[src/rtl/fir_4tap_inv.sv]
`default_nettype none
// ============================================================================
// Module   : fir_4tap_inv
// Purpose  : Inverse filter for an all-ones moving-sum FIR. It rebuilds the
//            original samples from the filtered stream using
//            x[n] = y[n] - y[n-1] + x[n-TAPS].
//            The datapath is recursive, with an input-valid qualifier, a
//            priming state machine and sticky overflow detection.
// Options  : FIR_INV_SAT_EN - when defined, an out-of-range result is
//            clamped to the DW_OUT range. When undefined, the result wraps
//            in two's complement. Err is set on overflow in both builds.
// Revision : 1.0 - initial release
// ============================================================================
module fir_4tap_inv #(
    parameter int DW_IN  = 32,
    parameter int DW_OUT = 16,
    parameter int TAPS   = 4
) (
    input  logic                     Clk,
    input  logic                     Rst,
    input  logic                     Clr,
    input  logic signed [DW_IN-1:0]  Yin,
    input  logic                     Yin_valid,
    output logic signed [DW_OUT-1:0] Xout,
    output logic                     Xout_valid,
    output logic                     Primed,
    output logic                     Err
);

    localparam int c_CW = (TAPS > 2) ? $clog2(TAPS) : 1;
    localparam int c_SW = DW_IN + 2;

    // The representable output range, widened to the width of the sum.
    localparam logic signed [c_SW-1:0] c_MAX =
        {{(c_SW-DW_OUT+1){1'b0}}, {(DW_OUT-1){1'b1}}};
    localparam logic signed [c_SW-1:0] c_MIN =
        {{(c_SW-DW_OUT+1){1'b1}}, {(DW_OUT-1){1'b0}}};
    localparam logic [c_CW-1:0] c_LAST = c_CW'(TAPS - 1);

    typedef enum logic [0:0] {
        PRIME = 1'b0,
        RUN   = 1'b1
    } state_t;

    state_t                   r_state;
    state_t                   w_state_nxt;
    logic [c_CW-1:0]          r_cnt;
    logic [c_CW-1:0]          w_cnt_nxt;
    logic signed [DW_IN-1:0]  r_y_prev;
    logic signed [DW_OUT-1:0] r_x_hist [TAPS];

    logic signed [DW_IN:0]    w_d;
    logic signed [c_SW-1:0]   w_s;
    logic                     w_hi;
    logic                     w_lo;
    logic signed [DW_OUT-1:0] w_lim;
    logic                     w_accept;

    assign w_accept = Yin_valid & ~Clr;

    // Difference and recursive sum. Each operand is sign-extended by hand,
    // so the sum is full precision and cannot overflow internally.
    assign w_d = $signed({Yin[DW_IN-1], Yin}) - $signed({r_y_prev[DW_IN-1], r_y_prev});
    assign w_s = $signed({w_d[DW_IN], w_d})
               + $signed({{(c_SW-DW_OUT){r_x_hist[TAPS-1][DW_OUT-1]}}, r_x_hist[TAPS-1]});

    assign w_hi = (w_s > c_MAX);
    assign w_lo = (w_s < c_MIN);

    // Limit the result to DW_OUT bits, by clamping or by wrapping.
    always_comb begin
        w_lim = w_s[DW_OUT-1:0];
`ifdef FIR_INV_SAT_EN
        if (w_hi) begin
            w_lim = {1'b0, {(DW_OUT-1){1'b1}}};
        end else if (w_lo) begin
            w_lim = {1'b1, {(DW_OUT-1){1'b0}}};
        end
`endif
    end

    // Priming FSM, next state. The counter stops once TAPS samples are in.
    always_comb begin
        w_state_nxt = r_state;
        w_cnt_nxt   = r_cnt;
        if (Clr) begin
            w_state_nxt = PRIME;
            w_cnt_nxt   = '0;
        end else if (Yin_valid) begin
            case (r_state)
                PRIME: begin
                    if (r_cnt == c_LAST) begin
                        w_state_nxt = RUN;
                    end else begin
                        w_cnt_nxt = r_cnt + c_CW'(1);
                    end
                end
                RUN:     w_state_nxt = RUN;
                default: w_state_nxt = PRIME;
            endcase
        end
    end

    // Priming FSM state register. Primed follows the next state, so it rises
    // on the same edge that produces the TAPS-th output.
    always_ff @(posedge Clk or posedge Rst) begin
        if (Rst) begin
            r_state <= PRIME;
            r_cnt   <= '0;
            Primed  <= 1'b0;
        end else begin
            r_state <= w_state_nxt;
            r_cnt   <= w_cnt_nxt;
            Primed  <= (w_state_nxt == RUN);
        end
    end

    // Datapath registers. History holds the limited output. Cycles with
    // Yin_valid low leave every register unchanged.
    always_ff @(posedge Clk or posedge Rst) begin
        if (Rst) begin
            Xout       <= '0;
            Xout_valid <= 1'b0;
            Err        <= 1'b0;
            r_y_prev   <= '0;
            for (int i = 0; i < TAPS; i++) begin
                r_x_hist[i] <= '0;
            end
        end else if (Clr) begin
            Xout       <= '0;
            Xout_valid <= 1'b0;
            Err        <= 1'b0;
            r_y_prev   <= '0;
            for (int i = 0; i < TAPS; i++) begin
                r_x_hist[i] <= '0;
            end
        end else begin
            Xout_valid <= w_accept;
            if (w_accept) begin
                Xout        <= w_lim;
                r_y_prev    <= Yin;
                r_x_hist[0] <= w_lim;
                for (int i = 1; i < TAPS; i++) begin
                    r_x_hist[i] <= r_x_hist[i-1];
                end
                if (w_hi | w_lo) begin
                    Err <= 1'b1;
                end
            end
        end
    end

endmodule
`default_nettype wire

[config.mk]
export PLATFORM = sky130hd
export DESIGN_NAME = fir_4tap_inv
export DESIGN_NICKNAME = d
export VERILOG_FILES = /design/src/rtl/fir_4tap_inv.sv
export SDC_FILE = /design/constraint.sdc
export NUM_CORES = 1
export LEC_CHECK = 0
export ABC_AREA = 1
export BUFFER_PORTS_ARGS = -buffer_cell sky130_fd_sc_hd__buf_2
export CORE_MARGIN = 2
export CORE_UTILIZATION = 40
export DETAILED_ROUTE_END_ITERATION = 12
export SLEW_MARGIN = 5
export SYNTH_ARGS = -nofsm -noshare
export SYNTH_HDL_FRONTEND = slang
export SYNTH_SLANG_ARGS = --single-unit
[constraint.sdc]
create_clock -name Clk -period 5.9 [get_ports Clk]
set_input_delay 0.885 -clock Clk [delete_from_list [all_inputs] [get_ports Clk]]
set_output_delay 0.885 -clock Clk [all_outputs]
set_load 0.05 [all_outputs]
Yosys cells after proc, flatten, opt, wreduce, memory -nomap -nowiden
Index checks and enable logic that the tools add are counted.

cells by class
  bitwise operators = 4
  add/sub/neg operators = 3
  $mul = 0
  eq/ne operators = 3
  order comparisons = 2
  mux-type cells = 18
  divide/modulo/power cells = 0
  shift-type cells = 0
  reduce and logical (&&, ||, !) cells = 5

operators with widths
  cell                                                              count
  2-to-1 mux 64 bit                                                 2
  2-to-1 mux 32 bit                                                 2
  adder 33 x 16 -> 34 bit                                           1
  greater-than comparator 34 x 16 -> 1 bit (second input constant)  1
  < comparator 34 x 16 -> 1 bit (second input constant)             1
  subtractor 32 x 32 -> 33 bit                                      1
  2-to-1 mux 16 bit                                                 2
  2-to-1 mux 2 bit                                                  4
  2-to-1 mux 1 bit                                                  7
  nonzero test 2 bit                                                3
  inequality test 2 bit (second input constant)                     2
  AND reduction 3 bit                                               1
  adder 2 x 1 -> 2 bit (second input constant)                      1
  equality test 2 bit (second input constant)                       1
  NOT 1 bit                                                         2
  one-hot mux 1 bit (2 select lines)                                1
  AND reduction 2 bit                                               1
  bitwise AND 1 bit                                                 1
  OR 1 bit                                                          1

word-level totals
  bits in latches = 0
  bits of input ports = 36
  bits in writable memories = 0
  register bits after elaboration = 117
  word-level logic and storage cells = 45
  ROM bits = 0
  memories kept = 0
  output and inout port bits = 19

Logic depth before layout (Yosys ltp)
  depth after elaboration = 7
  gate-level depth with buffers = 23
  gate-level depth less buffers = 23

Least setup slack after synthesis
No wires, ideal clock.

  path kind = input -> register
  start point = in Yin[5]
  end point = reg Err
  stages on the path = 20
  path buffers = 0
  data arrival time = 3008 ps
  slack = 2775 ps
  required time = 5782 ps
  library setup time = 118 ps
  path through = inv_1 fa_1 inv_1 ha_1 nand2_2 inv_1 a21oi_1 nand2_2 nand2_1 nand2_1 nand2_1 nand2_1 nor2_1 nand2_1 nor2_1 nand2_1 nor2_1 nand3_1 nand3_1 nand2_1

on the way
  word-level cells in the longest chain between the ends = 6
  elaborated cells between the ends (all ways) = 7
  classes of those cells = add/sub (2); order compare (2); bitwise (1); reduce/logical (2)

RTL lines
  what                                                                                              RTL line  source
  start, declared                                                                                   22        input logic signed [DW_IN-1:0] Yin,
  subtractor 32 x 32 -> 33 bit *                                                                    63        assign w_d = $signed({Yin[DW_IN-1], Yin}) - $signed({r_y_prev[DW_IN-1], r_y_prev});
  adder 33 x 16 -> 34 bit *                                                                         65        + $signed({{(c_SW-DW_OUT){r_x_hist[TAPS-1][DW_OUT-1]}}, r_x_hist[TAPS-1]});
  greater-than comparator 34 x 16 -> 1 bit / < comparator 34 x 16 -> 1 bit (equally long branches)  67, 68
  OR 1 bit *                                                                                        146       if (w_hi | w_lo) begin
  nonzero test 2 bit (no source line) *                                                             --
  AND reduction 2 bit (no source line) *                                                            --
  end signal, assigned                                                                              124       Err <= 1'b0;
  end signal, assigned                                                                              132       Err <= 1'b0;
  end signal, assigned                                                                              147       Err <= 1'b1;
  end, declared                                                                                     27        output logic Err

Every way passes the cells marked *; elsewhere a longest branch is shown, timed or not.
A chain may end at the register's enable or synchronous reset.

Worst setup path after layout
  start point = reg r_x_hist[15] (netlist bit)
  end point = reg Err

on the way
  word-level cells in the longest chain between the ends = 5
  elaborated cells between the ends (all ways) = 6
  classes of those cells = add/sub (1); order compare (2); bitwise (1); reduce/logical (2)

RTL lines
  what                                                                                              RTL line  source
  start, declared                                                                                   50        logic signed [DW_OUT-1:0] r_x_hist [TAPS];
  start signal, assigned by index                                                                   144       r_x_hist[i] <= r_x_hist[i-1];
  adder 33 x 16 -> 34 bit *                                                                         65
  greater-than comparator 34 x 16 -> 1 bit / < comparator 34 x 16 -> 1 bit (equally long branches)  67, 68
  OR 1 bit *                                                                                        146
  nonzero test 2 bit (no source line) *                                                             --
  AND reduction 2 bit (no source line) *                                                            --

Marks and branches as above.

==> impl_results.rst <==
.. list-table::
   :header-rows: 1

   * - Metric
     - Value
   * - Net Count, Synth
     - 1171
   * - Number of buffers added by the clock tree synthesis step
     - 9
   * - Length of the first detailed-routing pass in iterations
     - 6
   * - Die outline area
     - 20200 sq um
   * - Clock root buffer
     - clkbuf_16
   * - TritonCTS clock tree
     - yes
   * - Antenna Nets Post-Route
     - 0
   * - Final Hold Fails
     - 0
   * - Buffer depth of the longest clock path
     - 2
   * - Pre-CTS setup slack
     - 2.10 ns
   * - Starting DRC count in detailed routing
     - 412
   * - Leakage component of the power
     - 0.00453 uW
   * - Launching point of the worst reg2reg path
     - r_x_hist[15]
   * - Share of post-route cells with drive strength above 1
     - 10.0%
   * - Final-report max-slew violation count
     - 0
   * - Number of enable-type register cells in the synthesized netlist
     - 0
   * - Hold/Removal Path Class
     - flip-flop to flip-flop
   * - Quantity of hold-fixing buffers added after cts
     - 0
   * - Largest net degree at the start of global routing
     - 65
   * - Clock Pin Slew Worst Setup and Hold Paths
     - 0.09 ns
   * - Cell depth of the worst flop-to-flop path
     - 16
   * - Maximum fanout along the worst path
     - 18
   * - Startpoint of the tightest hold check path
     - r_x_hist[32]
   * - First-pass GRT wire length
     - 31.6 mm
   * - Power density over the cells
     - 265 nW/um^2
   * - Num ports
     - 55
   * - Final cycle utilization of the critical path
     - 63.8%
   * - Setup-failing EPs final
     - 0
   * - Sequential cell area fraction in the yosys report
     - 33.2%
   * - Critical R2R Capture
     - Err
   * - Final WS setup
     - 2.13 ns
   * - Worst min-delay path endpoint
     - r_x_hist[16]
   * - Area growth from synthesis to layout
     - 9.11%
   * - Startpoint types
     - flip-flop
   * - Die Y-Extent
     - 142 um
   * - Setup Crit Path Kind
     - flip-flop to flip-flop
   * - Port bufs
     - 54
   * - Cell Rows
     - 50
   * - Slew at the pin with the worst max-slew slack
     - 0.922 ns
   * - Number of setup buffers added after CTS
     - 0
   * - Sum of overflow across all layers after global routing
     - 0
   * - Commonest register cell after synthesis
     - dfrtp_1
   * - Count of unique library cells instantiated by Yosys
     - 31
   * - Cells on Worst Hold Path
     - 2
   * - Filler cell count in the final layout
     - 1965
   * - Weighted congestion at the end of routability-driven global placement
     - 0.926
   * - Via count of the first global-routing pass
     - 6423
   * - Setup TNS
     - 0 ns
   * - Number of H-tree branching levels
     - 3
   * - Maximum clock frequency
     - 266 MHz
   * - Data required time of the worst path
     - 6.17 ns
   * - Yosys top cell by area
     - dfrtp_1
   * - RSZ-0062 raised after global routing
     - no
   * - Leading post-synthesis cells by instance count
     - inv_1, nand2_1, dfrtp_1, nand3_1, nor2_1
   * - Non-filler cells in the finished layout
     - 1339
   * - Mean instance size in the synthesized netlist
     - 7.14 sq um
   * - Max transition margin
     - 38.5%
   * - Run status
     - finished clean
   * - Share of flip-flops with an asynchronous set or reset
     - 100%
   * - Synthesis warning total
     - 0
   * - Arrival time of the worst setup path
     - 4.03 ns
   * - Sum of routed wire length over all layers
     - 18.6 mm
   * - Final clock skew
     - 0.0124 ns
   * - Starting density of the core
     - 40.7%
   * - Routed wirelength normalized by instance count
     - 13.9 um
   * - Clock sinks
     - 101
   * - Via density per instance
     - 4.86
   * - Antenna cell count
     - 0
   * - Number of vias in the routed layout
     - 6505
   * - Main area contributors after synthesis
     - dfrtp_1, inv_1, nand2_1, fa_1, ha_1
   * - Synth top area share
     - 33.2%
   * - Mapped Area
     - 7620 sq um
   * - Kind of capture point of the worst setup path
     - flip-flop
   * - Shortest period the worst path allows
     - 3.77 ns
   * - Resized cells post-CTS
     - 0
   * - Max-Cap Viols
     - 0
   * - Final routed DRC violation total
     - 0
   * - Cell with the most instances after synthesis
     - inv_1
   * - Total global routing track utilization
     - 19.7%
   * - Synthesized netlist cell count
     - 1068
   * - Half-perimeter wire length after placement
     - 14.4 mm
   * - Core Box Area
     - 18700 sq um
   * - Horizontal die dimension
     - 142 um
   * - Clock latency reported for the late side of the worst-skew pair
     - 0.37 ns
   * - Nets
     - 1203
   * - Maximum resistive drop on vdd
     - 0.158 mV
   * - Worst reg-to-reg setup slack
     - 2.13 ns
   * - Initial antenna violation count
     - 0
   * - Cells after DPL
     - 1323
   * - Number of flip-flops and latches in the synthesized netlist
     - 101
## metal layers
metal / global-route usage [%] / part of all wire [%]
met5: 0 / 0
met4: 6.37 / 2.1
met3: 2.83 / 3.7
met2: 33.2 / 47
met1: 26.2 / 47
## flip-flops by register name (all words and copies together), names as in the netlist
name	count
r_cnt	2
r_x_hist	48
r_state	1
Xout	16
r_y_prev	32
Xout_valid	1
Err	1
## layout make-up
type	instances	area, sq um	area share (%)
clock buffers	9	225	2.71
clock inverters	7	66.3	0.797
inverters	274	1030	12.4
multi-input cells	655	3860	46.5
flip-flops and latches	101	2530	30.4
well taps	234	293	3.52
repair buffers	59	308	3.70
## power breakdown
part           internal, uW  total, uW  switching [uW]  leakage [uW]
registers               735        760            25.0       0.00137
clock network           297        606             309      0.000141
logic                   263        836             573       0.00302
## logic make-up (layout without fill, tap and decap cells)
group                    after synthesis  after routing  synth area share (%)
buffers and inverters                312            349                  16.2
AND/OR/NAND/NOR                      440            440                  24.9
AO/OA/AOI/OAI                        135            135                  10.1
XOR/XNOR                              13             13                  1.49
flip-flops                           101            101                  33.2
adder cells (fa/ha/maj)               67             67                  14.2
## metrics by stage
| stage | hold slack (ns) | power, uW | instance area [sq um] | util [%] |
|---|---|---|---|---|
| after floorplan | 0.485 | 1430 | 7620 | - |
| after global placement | 0.495 | 1600 | 8020 | 42.9 |
| after detailed placement | 0.506 | 1610 | 8020 | 42.9 |
| after CTS | 0.526 | 2220 | 8320 | 44.5 |
| after global routing | 0.537 | 2360 | 8320 | 44.5 |
| final | 0.517 | 2200 | 8320 | 44.5 |
## critical path, stage by stage (launching register included)
cell,delay [ns]
dfrtp_1,0.37
inv_1,0.66
fa_1,0.54
inv_1,0.06
ha_1,0.32
a21oi_1,0.40
nand2_1,0.15
a21oi_1,0.24
nand3_1,0.14
nand2_1,0.08
nand2_1,0.06
nor2_1,0.15
nand3_1,0.11
nor2_1,0.14
nand3_1,0.09
nand3_1,0.08
nand2_1,0.05
## how the worst max path moves through the flow
stage	startpoint	end	slack, ns	cells after the start
floorplan	Rst	Err	2.37	1
global placement	Yin[22]	Err	2.10	17
detailed placement	Yin[22]	Err	2.10	17
CTS	r_x_hist[15]	Err	2.10	16
global route	r_x_hist[15]	Err	1.79	16
finish	r_x_hist[15]	Err	2.13	16
## cells in the final DEF (no fill, tap or decap), drive strengths merged, types with 3 or more instances in the layout
cell and n:
buf 59, clkbuf 9, xnor2 12, fa 32, inv 274, a21oi 26
nand2 259, clkinv 6, nand3b 3, ha 35, o21ai 43, o22ai 63
dfrtp 101, nand3 86, nor3 8, nor2 75, nand4 6
No activity file was read; power rests on OpenSTA's default activity.
